File: config.mk
export PLATFORM = sky130hd
export DESIGN_NAME = mem_arbiter_flat
export DESIGN_NICKNAME = d
export VERILOG_FILES = /design/src/rtl/mem_arbiter_pkg.sv /design/src/rtl/mem_arbiter_if.sv /design/src/rtl/mem_arbiter_arb_prio.sv /design/src/rtl/mem_arbiter.sv /design/src/flat_wrapper.sv
export SDC_FILE = /design/constraint.sdc
export NUM_CORES = 1
export LEC_CHECK = 0
export ABC_AREA = 1
export CAP_MARGIN = 20
export CORE_AREA = 2 2 107 109
export DETAILED_ROUTE_END_ITERATION = 16
export DIE_AREA = 0 0 109 111
export PLACE_DENSITY_LB_ADDON = 0.3
export SYNTH_ARGS = -nofsm -noshare
export SYNTH_HDL_FRONTEND = slang
export SYNTH_SLANG_ARGS = --single-unit
File: constraint.sdc
create_clock -name clk -period 4.2 [get_ports clk]
set_input_delay 0.42 -clock clk [delete_from_list [all_inputs] [get_ports clk]]
set_output_delay 0.42 -clock clk [all_outputs]
set_load 0.005 [all_outputs]
File: src/rtl/mem_arbiter_pkg.sv
// Shared types and constants for the instruction/data memory arbiter.
package mem_arbiter_pkg;

  // Arbiter FSM: IDLE accepts a request, BUSY waits out the memory latency.
  typedef enum logic {
    IDLE = 1'b0,
    BUSY = 1'b1
  } state_e;

  // Which port owns the access currently in flight.
  typedef enum logic {
    OWN_IF = 1'b0,
    OWN_D  = 1'b1
  } owner_e;

  // Deepest supported memory latency and the counter width that holds it.
  localparam int MEM_LAT_MAX = 4;
  localparam int LAT_W       = 3;

  localparam logic [LAT_W-1:0] LAT_ONE = 3'd1;

  // Latency counter load value; out-of-range parameters are clamped to 1..MEM_LAT_MAX.
  function automatic logic [LAT_W-1:0] lat_init(input int lat);
    logic [LAT_W-1:0] val;
    if (lat < 1) begin
      val = LAT_ONE;
    end else if (lat > MEM_LAT_MAX) begin
      val = LAT_W'(MEM_LAT_MAX);
    end else begin
      val = LAT_W'(lat);
    end
    return val;
  endfunction

endpackage

File: src/rtl/mem_arbiter_if.sv
// Bundle of the fetch port, load/store port and unified-memory port.
// slave  : seen from the arbiter.
// master : seen from the core and memory around it.
interface mem_arbiter_if #(
  parameter int ADDR_W = 32,
  parameter int DATA_W = 32
);
  localparam int BE_W = DATA_W / 8;

  // Instruction fetch port
  logic              if_req_valid;
  logic              if_req_ready;
  logic [ADDR_W-1:0] if_addr;
  logic              if_rsp_valid;
  logic [DATA_W-1:0] if_rdata;

  // Load/store port
  logic              d_req_valid;
  logic              d_req_ready;
  logic              d_we;
  logic [BE_W-1:0]   d_be;
  logic [ADDR_W-1:0] d_addr;
  logic [DATA_W-1:0] d_wdata;
  logic              d_rsp_valid;
  logic [DATA_W-1:0] d_rdata;

  // Unified memory port (word addressed)
  logic              mem_en;
  logic              mem_we;
  logic [BE_W-1:0]   mem_be;
  logic [ADDR_W-3:0] mem_addr;
  logic [DATA_W-1:0] mem_wdata;
  logic [DATA_W-1:0] mem_rdata;

  modport slave (
    input  if_req_valid, if_addr,
    output if_req_ready, if_rsp_valid, if_rdata,
    input  d_req_valid, d_we, d_be, d_addr, d_wdata,
    output d_req_ready, d_rsp_valid, d_rdata,
    output mem_en, mem_we, mem_be, mem_addr, mem_wdata,
    input  mem_rdata
  );

  modport master (
    output if_req_valid, if_addr,
    input  if_req_ready, if_rsp_valid, if_rdata,
    output d_req_valid, d_we, d_be, d_addr, d_wdata,
    input  d_req_ready, d_rsp_valid, d_rdata,
    input  mem_en, mem_we, mem_be, mem_addr, mem_wdata,
    output mem_rdata
  );

endinterface

File: src/rtl/mem_arbiter_arb_prio.sv
// Winner select between fetch and load/store. Data has priority, but after
// MAX_D_STREAK data grants in a row with fetch waiting, fetch gets one turn.
module arb_prio
  import mem_arbiter_pkg::*;
#(
  parameter int MAX_D_STREAK = 4,
  parameter int STREAK_W     = $clog2(MAX_D_STREAK + 1)
) (
  input  logic clk,
  input  logic rst,
  input  logic arb_en_i,    // arbiter can accept a new access this cycle
  input  logic if_valid_i,
  input  logic d_valid_i,
  output logic grant_if_o,
  output logic grant_d_o
);

  localparam logic [STREAK_W-1:0] STREAK_MAX = STREAK_W'(MAX_D_STREAK);
  localparam logic [STREAK_W-1:0] STREAK_ONE = STREAK_W'(1'b1);

  logic [STREAK_W-1:0] d_streak_q;
  logic [STREAK_W-1:0] d_streak_d;
  logic                if_starved_s;

  // Fetch is starved once data has won MAX_D_STREAK times in a row over it.
  assign if_starved_s = if_valid_i && (d_streak_q == STREAK_MAX);

  // Combinational winner select.
  always_comb begin
    grant_if_o = 1'b0;
    grant_d_o  = 1'b0;
    if (arb_en_i) begin
      if (d_valid_i && !if_starved_s) begin
        grant_d_o = 1'b1;
      end else if (if_valid_i) begin
        grant_if_o = 1'b1;
      end else begin
        grant_d_o = 1'b0;
      end
    end else begin
      grant_if_o = 1'b0;
    end
  end

  // Streak count: grows only while fetch is actually waiting, saturates at the limit.
  always_comb begin
    d_streak_d = d_streak_q;
    if (grant_if_o) begin
      d_streak_d = '0;
    end else if (grant_d_o) begin
      if (!if_valid_i) begin
        d_streak_d = '0;
      end else if (d_streak_q != STREAK_MAX) begin
        d_streak_d = d_streak_q + STREAK_ONE;
      end else begin
        d_streak_d = d_streak_q;
      end
    end else begin
      d_streak_d = d_streak_q;
    end
  end

  // Streak register.
  always_ff @(posedge clk or posedge rst) begin
    if (rst) begin
      d_streak_q <= '0;
    end else begin
      d_streak_q <= d_streak_d;
    end
  end

endmodule

File: src/rtl/mem_arbiter.sv
// Shares one synchronous-read memory between instruction fetch and load/store.
// One access in flight at a time; the response is routed back to its owner
// MEM_LAT cycles after the grant, and a new grant may issue in that same cycle.
module mem_arbiter
  import mem_arbiter_pkg::*;
#(
  parameter int ADDR_W       = 32,
  parameter int DATA_W       = 32,
  parameter int MEM_LAT      = 1,
  parameter int MAX_D_STREAK = 4
) (
  input logic          clk,
  input logic          rst,
  mem_arbiter_if.slave bus
);

  localparam int                BE_W     = DATA_W / 8;
  localparam logic [LAT_W-1:0]  LAT_INIT = lat_init(MEM_LAT);

  state_e            state_q;
  owner_e            owner_q;
  logic              we_q;
  logic [LAT_W-1:0]  lat_cnt_q;

  logic              rsp_fire_s;
  logic              arb_en_s;
  logic              grant_if_s;
  logic              grant_d_s;
  logic              if_rsp_s;
  logic              d_rsp_s;

  logic              mem_en_s;
  logic              mem_we_s;
  logic [BE_W-1:0]   mem_be_s;
  logic [ADDR_W-3:0] mem_addr_s;
  logic [DATA_W-1:0] mem_wdata_s;

  // The response cycle is the last BUSY cycle; everything is squashed while in reset.
  assign rsp_fire_s = !rst && (state_q == BUSY) && (lat_cnt_q == LAT_ONE);
  assign arb_en_s   = !rst && ((state_q == IDLE) || rsp_fire_s);

  arb_prio #(
    .MAX_D_STREAK (MAX_D_STREAK)
  ) u_arb_prio (
    .clk        (clk),
    .rst        (rst),
    .arb_en_i   (arb_en_s),
    .if_valid_i (bus.if_req_valid),
    .d_valid_i  (bus.d_req_valid),
    .grant_if_o (grant_if_s),
    .grant_d_o  (grant_d_s)
  );

  assign if_rsp_s = rsp_fire_s && (owner_q == OWN_IF);
  assign d_rsp_s  = rsp_fire_s && (owner_q == OWN_D);

  assign bus.if_req_ready = grant_if_s;
  assign bus.d_req_ready  = grant_d_s;
  assign bus.if_rsp_valid = if_rsp_s;
  assign bus.d_rsp_valid  = d_rsp_s;

  // Read data is passed straight through to the owner; a store ack carries zero.
  assign bus.if_rdata = if_rsp_s ? bus.mem_rdata : {DATA_W{1'b0}};
  assign bus.d_rdata  = (d_rsp_s && !we_q) ? bus.mem_rdata : {DATA_W{1'b0}};

  // Memory request mux: driven from the winner in its grant cycle, zero otherwise.
  always_comb begin
    mem_en_s    = 1'b0;
    mem_we_s    = 1'b0;
    mem_be_s    = {BE_W{1'b0}};
    mem_addr_s  = {(ADDR_W-2){1'b0}};
    mem_wdata_s = {DATA_W{1'b0}};
    if (grant_d_s) begin
      mem_en_s    = 1'b1;
      mem_we_s    = bus.d_we;
      mem_be_s    = bus.d_be;
      mem_addr_s  = bus.d_addr[ADDR_W-1:2];
      mem_wdata_s = bus.d_wdata;
    end else if (grant_if_s) begin
      mem_en_s   = 1'b1;
      mem_addr_s = bus.if_addr[ADDR_W-1:2];
    end else begin
      mem_en_s = 1'b0;
    end
  end

  assign bus.mem_en    = mem_en_s;
  assign bus.mem_we    = mem_we_s;
  assign bus.mem_be    = mem_be_s;
  assign bus.mem_addr  = mem_addr_s;
  assign bus.mem_wdata = mem_wdata_s;

  // Arbiter FSM: owner, store flag and latency countdown for the access in flight.
  always_ff @(posedge clk or posedge rst) begin
    if (rst) begin
      state_q   <= IDLE;
      owner_q   <= OWN_IF;
      we_q      <= 1'b0;
      lat_cnt_q <= '0;
    end else if (grant_if_s || grant_d_s) begin
      state_q   <= BUSY;
      owner_q   <= grant_d_s ? OWN_D : OWN_IF;
      we_q      <= grant_d_s & bus.d_we;
      lat_cnt_q <= LAT_INIT;
    end else begin
      case (state_q)
        IDLE: begin
          state_q   <= IDLE;
          lat_cnt_q <= '0;
        end
        BUSY: begin
          if (rsp_fire_s) begin
            state_q   <= IDLE;
            lat_cnt_q <= '0;
          end else begin
            state_q   <= BUSY;
            lat_cnt_q <= lat_cnt_q - LAT_ONE;
          end
        end
        default: begin
          state_q   <= IDLE;
          lat_cnt_q <= '0;
        end
      endcase
    end
  end

endmodule

File: src/flat_wrapper.sv
// flat-port wrapper written by rule: the top's interface ports become plain ports
module mem_arbiter_flat import mem_arbiter_pkg::*;
#(
  parameter int ADDR_W       = 32,
  parameter int DATA_W       = 32,
  parameter int MEM_LAT      = 1,
  parameter int MAX_D_STREAK = 4
)
  (clk, rst, bus_if_req_valid, bus_if_addr, bus_if_req_ready, bus_if_rsp_valid, bus_if_rdata, bus_d_req_valid, bus_d_we, bus_d_be, bus_d_addr, bus_d_wdata, bus_d_req_ready, bus_d_rsp_valid, bus_d_rdata, bus_mem_en, bus_mem_we, bus_mem_be, bus_mem_addr, bus_mem_wdata, bus_mem_rdata);
  mem_arbiter_if #(.ADDR_W(ADDR_W), .DATA_W(DATA_W)) bus_i ();
  input logic clk;
  input logic rst;
  input wire logic [$bits(bus_i.if_req_valid)-1:0] bus_if_req_valid;
  input wire logic [$bits(bus_i.if_addr)-1:0] bus_if_addr;
  output wire logic [$bits(bus_i.if_req_ready)-1:0] bus_if_req_ready;
  output wire logic [$bits(bus_i.if_rsp_valid)-1:0] bus_if_rsp_valid;
  output wire logic [$bits(bus_i.if_rdata)-1:0] bus_if_rdata;
  input wire logic [$bits(bus_i.d_req_valid)-1:0] bus_d_req_valid;
  input wire logic [$bits(bus_i.d_we)-1:0] bus_d_we;
  input wire logic [$bits(bus_i.d_be)-1:0] bus_d_be;
  input wire logic [$bits(bus_i.d_addr)-1:0] bus_d_addr;
  input wire logic [$bits(bus_i.d_wdata)-1:0] bus_d_wdata;
  output wire logic [$bits(bus_i.d_req_ready)-1:0] bus_d_req_ready;
  output wire logic [$bits(bus_i.d_rsp_valid)-1:0] bus_d_rsp_valid;
  output wire logic [$bits(bus_i.d_rdata)-1:0] bus_d_rdata;
  output wire logic [$bits(bus_i.mem_en)-1:0] bus_mem_en;
  output wire logic [$bits(bus_i.mem_we)-1:0] bus_mem_we;
  output wire logic [$bits(bus_i.mem_be)-1:0] bus_mem_be;
  output wire logic [$bits(bus_i.mem_addr)-1:0] bus_mem_addr;
  output wire logic [$bits(bus_i.mem_wdata)-1:0] bus_mem_wdata;
  input wire logic [$bits(bus_i.mem_rdata)-1:0] bus_mem_rdata;
  assign bus_i.if_req_valid = bus_if_req_valid;
  assign bus_i.if_addr = bus_if_addr;
  assign bus_if_req_ready = bus_i.if_req_ready;
  assign bus_if_rsp_valid = bus_i.if_rsp_valid;
  assign bus_if_rdata = bus_i.if_rdata;
  assign bus_i.d_req_valid = bus_d_req_valid;
  assign bus_i.d_we = bus_d_we;
  assign bus_i.d_be = bus_d_be;
  assign bus_i.d_addr = bus_d_addr;
  assign bus_i.d_wdata = bus_d_wdata;
  assign bus_d_req_ready = bus_i.d_req_ready;
  assign bus_d_rsp_valid = bus_i.d_rsp_valid;
  assign bus_d_rdata = bus_i.d_rdata;
  assign bus_mem_en = bus_i.mem_en;
  assign bus_mem_we = bus_i.mem_we;
  assign bus_mem_be = bus_i.mem_be;
  assign bus_mem_addr = bus_i.mem_addr;
  assign bus_mem_wdata = bus_i.mem_wdata;
  assign bus_i.mem_rdata = bus_mem_rdata;
  mem_arbiter #(.ADDR_W(ADDR_W), .DATA_W(DATA_W), .MEM_LAT(MEM_LAT), .MAX_D_STREAK(MAX_D_STREAK)) u_core (.clk(clk), .rst(rst), .bus(bus_i));
endmodule
==> qor.tcl, run 1 <==
set qor(synth-xor-area-share_pct) 0.4919
set qor(numClockSinks) 9
set qor(port_buffers) 268
set qor(multi_input_area_mm2) 0.001062
set qor(grt_pass1_vias) 2826
set qor(htree_num_levels) 1
set qor(layout_min_cycle_time_ns) 3.073
set qor(postLayoutCoreUtil_pct) 41.39
set qor(worst_skew_pair.late_latency_ns) 0.23
set qor(post-synth-top-area-fraction_pct) 20.66
set qor(postCtsHoldBufs) 0
set qor(cts_tree) {done}
set qor(post_route_cells_drive_above_1_share_pct) 4.105
set qor(synth.area.mux_share_pct) 0
set qor(drt_iter0_drc) 132
set qor(antenna_found_initial) 0
set qor(setup_viol) 0
set qor(synth.yosys.seq_area_share_pct) 12.65
set qor(routabilityCongestion) 0.7616
set qor(final.setup.tns_ns) 0
set qor(timing_worst_slew_pin_value_ns) 0.6763
set qor(hold_violations) 0
set qor(run_status) {finished clean}
set qor(finalMaxSlewViolations) 0
set qor(post_synth_fa_ha_maj_area_fraction_pct) 2.811
set qor(detailed_place_hpwl_mm) 7.638
set qor(fmax_mhz) 325.4
set qor(detail_route.vias_per_cell) 3.981
set qor(slew_headroom_pct) 54.76
set qor(global_route.overflow_total) 0
set qor(routed_wirelength_mm) 8.950
set qor(filler_cells) 1179
set qor(ys_warn_count) 0
set qor(vdd.ir_drop.worst_v) 0.0001442
set qor(syn-mean-instance-area_um2) 5.001
set qor(ioPinCount) 273
set qor(post_synth_instance_area_mm2) 0.001780
set qor(synth_top_area_cell) {sky130_fd_sc_hd__nor2_1}
set qor(criticalPathCategory) {reg2out}
set qor(seq_area_um2) 225.2
set qor(die-width_um) 109
set qor(layout.cells.non_filler) 752
set qor(power_density_mw_per_mm2) 246.1
set qor(synth_top_family_by_area) {simple AND/OR/NAND/NOR gates}
set qor(route.detailed.drc) 0
set qor(cts.root.buffer_cell) {sky130_fd_sc_hd__clkbuf_16}
set qor(timing.final.crit_share_pct) 73.16
set qor(worst_setup_path_start_kind) {register}
set qor(design.die.area_mm2) 0.01210
set qor(global_route.usage.total_pct) 13.58
set qor(dpl.cell_count) 748
set qor(die_h_um) 111
set qor(flop_and_latch_count_out_of_synthesis) 9
set qor(post_synth_main_area_contributors) {sky130_fd_sc_hd__nor2_1 (21%), sky130_fd_sc_hd__nand3_1 (19%), sky130_fd_sc_hd__inv_1 (17%), sky130_fd_sc_hd__dfrtp_1 (13%), sky130_fd_sc_hd__nand2_1 (11%)}
set qor(synthSimpleGateAreaFrac_pct) 54.95
set qor(number_of_buffers_added_by_the_clock_tree_synthesis_step) 3
set qor(cts_resized) 0
set qor(synthDistinctLibCells) 17
set qor(insertedDiodeCount) 0
set qor(postSynthNetCount) 497
set qor(rsz0062_at_grt) {false}
set qor(wl_per_cell_um) 11.90
set qor(detailroute.via_count) 2994
set qor(synth_compound_gate_area_share_pct) 0.9838
set qor(grt_max_degree) 68
set qor(rows) 39
set qor(hold_path_class) {reg2reg}
set qor(grt_first_pass_wirelength_mm) 13.23
set qor(initial_core_util_pct) 16.07
set qor(area_growth_pct) 157.5
set qor(post_cts_repair_timing_setup_buffer_count) 0
set qor(timing.critical_path.to_type) {primary output}
set qor(syn_inst) 356
set qor(critPathArrivalTime_ns) 2.65
set qor(cp_max_fo) 67
set qor(clkSlewWorstSetupHoldPaths_ns) 0.04
set qor(total_leakage_power_nw) 2.202
set qor(number_of_nets_still_failing_antenna_checks_after_routing) 0
set qor(max-cap-violations) 0
set qor(core_mm2) 0.01108
set qor(worst_ep_required_time_ns) 3.78
set qor(firstDrtPassIters) 4
set qor(final.setup_skew_ns) 0.0003588
set qor(nNetsFinal) 751
set qor(max-clock-path-buffers) 2
==> cells in the mapped netlist (all sizes together) <==
master	n
dfrtp	9
a21oi	2
xnor2	1
ha	4
nand2	55
clkinv	1
nor2	109
nand3	66
buf	22
clkbuf	1
inv	86
==> state kept, by name (all words and copies together), names as in the netlist <==
register	flops
u_core.we_q	1
u_core.lat_cnt_q	3
u_core.state_q	1
u_core.owner_q	1
u_core.u_arb_prio.d_streak_q	3
==> through the flow <==
step	power, mW	setup slack [ns]	area [µm²]	hold WS, ns
6_report	1.128	1.127	4584	0.5046
5_1_grt	1.229	0.9296	4584	0.5347
4_1_cts	1.148	1.132	4584	0.4979
3_5_place_dp	0.9744	1.150	4506	0.4844
3_3_place_gp	0.9542	1.169	4506	0.4627
2_1_floorplan	0.5329	2.509	1780	0.2479
==> final timing paths <==
path	startpoint	slack, ns	depth (start not counted)	to
min in group asynchronous	rst	0.57	2	u_core.lat_cnt_q[2]
min reg2reg	u_core.owner_q	0.50	2	u_core.owner_q
max in group asynchronous	rst	3.38	2	u_core.lat_cnt_q[1]
min	u_core.owner_q	0.50	2	u_core.owner_q
max reg2reg	u_core.lat_cnt_q[1]	2.29	8	u_core.owner_q
max	u_core.lat_cnt_q[1]	1.13	9	bus_mem_wdata[25]
==> cell families (layout without fill, tap and decap cells) <==
group / after synthesis / count (layout)
xor gates and xnor gates: 1 / 1
buffers and inverters: 110 / 363
and+or+nand+nor: 230 / 230
AOI/OAI and AO/OA: 2 / 2
DFF: 9 / 9
adders and majority gates: 4 / 4
==> layer usage <==
layer | GRT usage, % | part of all wire, % | vias to the layer above | wire [µm]
met4 | 4.615 | 2.1 | 0 | 190
met5 | 0 | 0 | - | 0
met3 | 3.704 | 12 | 11 | 1077
li1 | - | - | 1534 | -
met1 | 12.64 | 34 | 1286 | 3014
met2 | 27.20 | 52 | 163 | 4668
==> cell usage in the layout (no fill, tap or decap) <==
cell type and count:
sky130_fd_sc_hd__clkbuf_16 3, sky130_fd_sc_hd__clkbuf_1 1, sky130_fd_sc_hd__dfrtp_1 9, sky130_fd_sc_hd__inv_1 83
sky130_fd_sc_hd__clkinv_1 1, sky130_fd_sc_hd__nand3_1 66, sky130_fd_sc_hd__a21oi_4 1, sky130_fd_sc_hd__xnor2_1 1
sky130_fd_sc_hd__ha_1 4, sky130_fd_sc_hd__nor2_2 11, sky130_fd_sc_hd__clkdlybuf4s50_1 268, sky130_fd_sc_hd__inv_2 3
sky130_fd_sc_hd__nand2_2 2, sky130_fd_sc_hd__nor2_1 98, sky130_fd_sc_hd__buf_4 4, sky130_fd_sc_hd__a21oi_2 1
sky130_fd_sc_hd__nand2_1 53
==> layout make-up <==
class	count	area share, %
multi-input cells	237	23.17
flip-flops and latches	9	4.913
inverters	87	7.123
clock buffers	4	1.719
repair buffers	272	59.17
well taps	143	3.903
==> power breakdown <==
group	internal, mW	switching, mW
registers	0.124	0.0315
clock network	0.127	0.0402
logic	0.443	0.363
==> critical path: stages, from the launching register on <==
cell and delay, ns:
sky130_fd_sc_hd__dfrtp_1 0.36, sky130_fd_sc_hd__inv_1 0.08, sky130_fd_sc_hd__ha_1 0.16, sky130_fd_sc_hd__nand2_1 0.09, sky130_fd_sc_hd__a21oi_4 0.12, sky130_fd_sc_hd__buf_4 0.50
sky130_fd_sc_hd__nand2_1 0.10, sky130_fd_sc_hd__buf_4 0.27, sky130_fd_sc_hd__nor2_1 0.13, sky130_fd_sc_hd__clkdlybuf4s50_1 0.55
No activity file was read; power rests on OpenSTA's default activity.
==> inputs of run 2 (changes only) <==
Clock period 4.2 ns to 2.5 ns, I/O delays scaled along.
==> run 2 against run 1 <==
Total power is 73% higher. Critical endpoint unchanged. First-iteration DRC count down 21%. Largest cell class unchanged. Final area is 2.1% higher. Setup slack worse by 0.93 ns.
==> qor.tcl, run 2 (synthesis results as in run 1) <==
set qor(core_mm2) 0.01108 ;# unchanged
set qor(max-clock-path-buffers) 2 ;# unchanged
set qor(cp_max_fo) 38 ;# was 67
set qor(criticalPathCategory) {reg2out} ;# unchanged
set qor(initial_core_util_pct) 16.07 ;# unchanged
set qor(max-cap-violations) 0 ;# unchanged
set qor(timing.critical_path.to_type) {primary output} ;# unchanged
set qor(hold_path_class) {in2async} ;# was reg2reg
set qor(drt_iter0_drc) 104 ;# was 132
set qor(grt_pass1_vias) 2925 ;# was 2826
set qor(fmax_mhz) 434.6
set qor(power_density_mw_per_mm2) 416.8 ;# was 246.1 mW/mm²
set qor(post_route_cells_drive_above_1_share_pct) 4.731 ;# was 4.105%
set qor(antenna_found_initial) 0 ;# unchanged
set qor(p_int_mw) 1.220 ;# was 693.8 µW
set qor(finalMaxSlewViolations) 0 ;# unchanged
set qor(worst_setup_path_start_kind) {register} ;# unchanged
set qor(worst_skew_pair.late_latency_ns) 0.23 ;# about the same
set qor(final.setup.tns_ns) 0 ;# unchanged
set qor(post_dp_cell_area_mm2) 0.004598 ;# was 0.004506 mm²
set qor(layout_min_cycle_time_ns) 2.301
set qor(netSwitchingPower_uw) 731.1 ;# was 434.5 µW
set qor(area_growth_pct) 162.9 ;# was 157.5%
set qor(cts_tree) {done} ;# unchanged
set qor(numClockSinks) 9 ;# unchanged
set qor(wl_per_cell_um) 12.01 ;# was 11.90 µm
set qor(final.setup_skew_ns) 0.003698 ;# was 0.0003588 ns
set qor(seq_power_share_pct) 13.2 ;# was 13.8%
set qor(port_buffers) 268 ;# unchanged
set qor(nNetsFinal) 755 ;# was 751
set qor(number_of_nets_still_failing_antenna_checks_after_routing) 0 ;# unchanged
set qor(grt_first_pass_wirelength_mm) 13.59 ;# was 13.23 mm
set qor(die-width_um) 109 ;# unchanged
set qor(insertedDiodeCount) 0 ;# unchanged
set qor(firstDrtPassIters) 4 ;# unchanged
set qor(detailroute.via_count) 2994 ;# unchanged
set qor(timing.hold.ws_ns) 0.4170 ;# was 0.5046 ns
set qor(layout_common_cells) {sky130_fd_sc_hd__clkdlybuf4s50_1 (268), sky130_fd_sc_hd__nor2_1 (98), sky130_fd_sc_hd__inv_1 (83), sky130_fd_sc_hd__nand3_1 (66), sky130_fd_sc_hd__nand2_1 (53)} ;# unchanged
set qor(critPathArrivalTime_ns) 2.05 ;# was 2.65 ns
set qor(setup_viol) 0 ;# unchanged
set qor(switching_share_pct) 37.47 ;# was 38.51%
set qor(rows) 39 ;# unchanged
set qor(timing_worst_slew_pin_value_ns) 0.3551 ;# was 0.6763 ns
set qor(hold_violations) 0 ;# unchanged
set qor(layout_top_registers) {u_core.lat_cnt_q x3, u_core.u_arb_prio.d_streak_q x3} ;# unchanged
set qor(htree_num_levels) 1 ;# unchanged
set qor(run_status) {finished clean} ;# unchanged
set qor(clock_power_share_pct) 14.3 ;# was 14.8%
set qor(clkSlewWorstSetupHoldPaths_ns) 0.04 ;# about the same
set qor(rsz0062_at_grt) {false} ;# unchanged
set qor(detailed_place_hpwl_mm) 7.824 ;# was 7.638 mm
set qor(power_frac_comb_pct) 72.5 ;# was 71.4%
set qor(design.die.area_mm2) 0.01210 ;# unchanged
set qor(grt_max_degree) 39 ;# was 68
set qor(post_cts_repair_timing_setup_buffer_count) 0 ;# unchanged
set qor(detail_route.vias_per_cell) 3.960 ;# was 3.981
set qor(routed_wirelength_mm) 9.077 ;# was 8.950 mm
set qor(worst_ep_required_time_ns) 2.25 ;# was 3.78 ns
set qor(cts.root.buffer_cell) {sky130_fd_sc_hd__clkbuf_16} ;# unchanged
set qor(die_h_um) 111 ;# unchanged
set qor(multi_input_area_mm2) 0.001062 ;# unchanged
set qor(total_leakage_power_nw) 2.245 ;# was 2.202 nW
set qor(global_route.usage.total_pct) 13.98 ;# was 13.58%
set qor(slew_headroom_pct) 76.30 ;# was 54.76%
set qor(route.detailed.drc) 0 ;# unchanged
set qor(layout_commonest_cell) {sky130_fd_sc_hd__clkdlybuf4s50_1} ;# unchanged
set qor(fin_area_mm2) 0.004681 ;# was 0.004584 mm²
set qor(vdd.ir_drop.worst_v) 0.0002919 ;# was 0.0001442 V
set qor(global_route.overflow_total) 0 ;# unchanged
set qor(number_of_buffers_added_by_the_clock_tree_synthesis_step) 3 ;# unchanged
set qor(filler_cells) 1159 ;# was 1179
set qor(seq_area_um2) 225.2 ;# unchanged
set qor(timing.final.crit_share_pct) 92.05
set qor(ioPinCount) 273 ;# unchanged
set qor(routabilityCongestion) 0.7688 ;# was 0.7616
==> run 2: cell count changes in the layout (fill, tap and decap cells not counted) <==
cell,change
sky130_fd_sc_hd__buf_12,+5
sky130_fd_sc_hd__buf_4,-2
sky130_fd_sc_hd__buf_6,+1
==> run 2: path summary, 6_finish.rpt <==
check	endpoint	from	slack [ns]	cells after the start
worst max-delay path	bus_mem_wdata[25]	u_core.lat_cnt_q[1]	0.20	8
worst min-delay path	u_core.we_q	rst	0.42	2
worst max register to register	u_core.u_arb_prio.d_streak_q[1]	u_core.lat_cnt_q[1]	0.93	9
worst min register to register	u_core.owner_q	u_core.owner_q	0.47	2
max in group asynchronous	u_core.u_arb_prio.d_streak_q[0]	rst	1.82	2
min in group clk	u_core.owner_q	u_core.owner_q	0.47	2
==> run 2: layer usage <==
layer | vias up | wire, µm | global-route usage [%]
met3 | 12 | 1178 | 4.762
met2 | 161 | 4753 | 28.78
li1 | 1547 | - | -
met5 | - | 0 | 0
met4 | 0 | 178 | 3.932
met1 | 1274 | 2967 | 12.13
==> run 2: metrics by stage <==
step                power (mW)  setup slack (ns)  utilization, %  std cells
floorplan               0.8952            0.9787               -        356
global placement         1.662            0.2547           41.51        752
detailed placement       1.688            0.2046           41.51        752
CTS                      1.979           0.08923           42.22        756
global route             2.130           0.04025           42.26        756
finish                   1.951            0.1989           42.26        756
==> run 2: power by group through the flow <==
stage          Sequential [mW]  Combinational, mW  Clock (mW)
3_5_place_dp             0.259               1.43           0
2_1_floorplan            0.244              0.651           0
6_report                 0.257               1.42       0.279
5_1_grt                  0.266               1.57       0.297
3_3_place_gp             0.255               1.41           0
4_1_cts                  0.258               1.43       0.287
==> run 2: timing repair <==
item | 4_1_cts | 5_1_grt
hold endpoints to repair | 0 | 0
hold buffers | 0 | 0
endpoints found under the setup margin | 0 | 12
gates resized for setup | 0 | 1
==> run 2: critical path, cell delays in order (launching register included) <==
cell                              delay (ns)
sky130_fd_sc_hd__dfrtp_1                0.35
sky130_fd_sc_hd__inv_1                  0.07
sky130_fd_sc_hd__ha_1                   0.15
sky130_fd_sc_hd__nand2_1                0.09
sky130_fd_sc_hd__a21oi_4                0.21
sky130_fd_sc_hd__nand2_1                0.12
sky130_fd_sc_hd__buf_12                 0.19
sky130_fd_sc_hd__nor2_1                 0.10
sky130_fd_sc_hd__clkdlybuf4s50_1        0.54
==> run 2: cell type report <==
type                       instances  area share (%)
clock buffer                       4           1.684
multi-input combinational        237           22.69
tap                              143           3.823
sequential                         9           4.812
timing repair buffer             276           60.01
inverter                          87           6.977
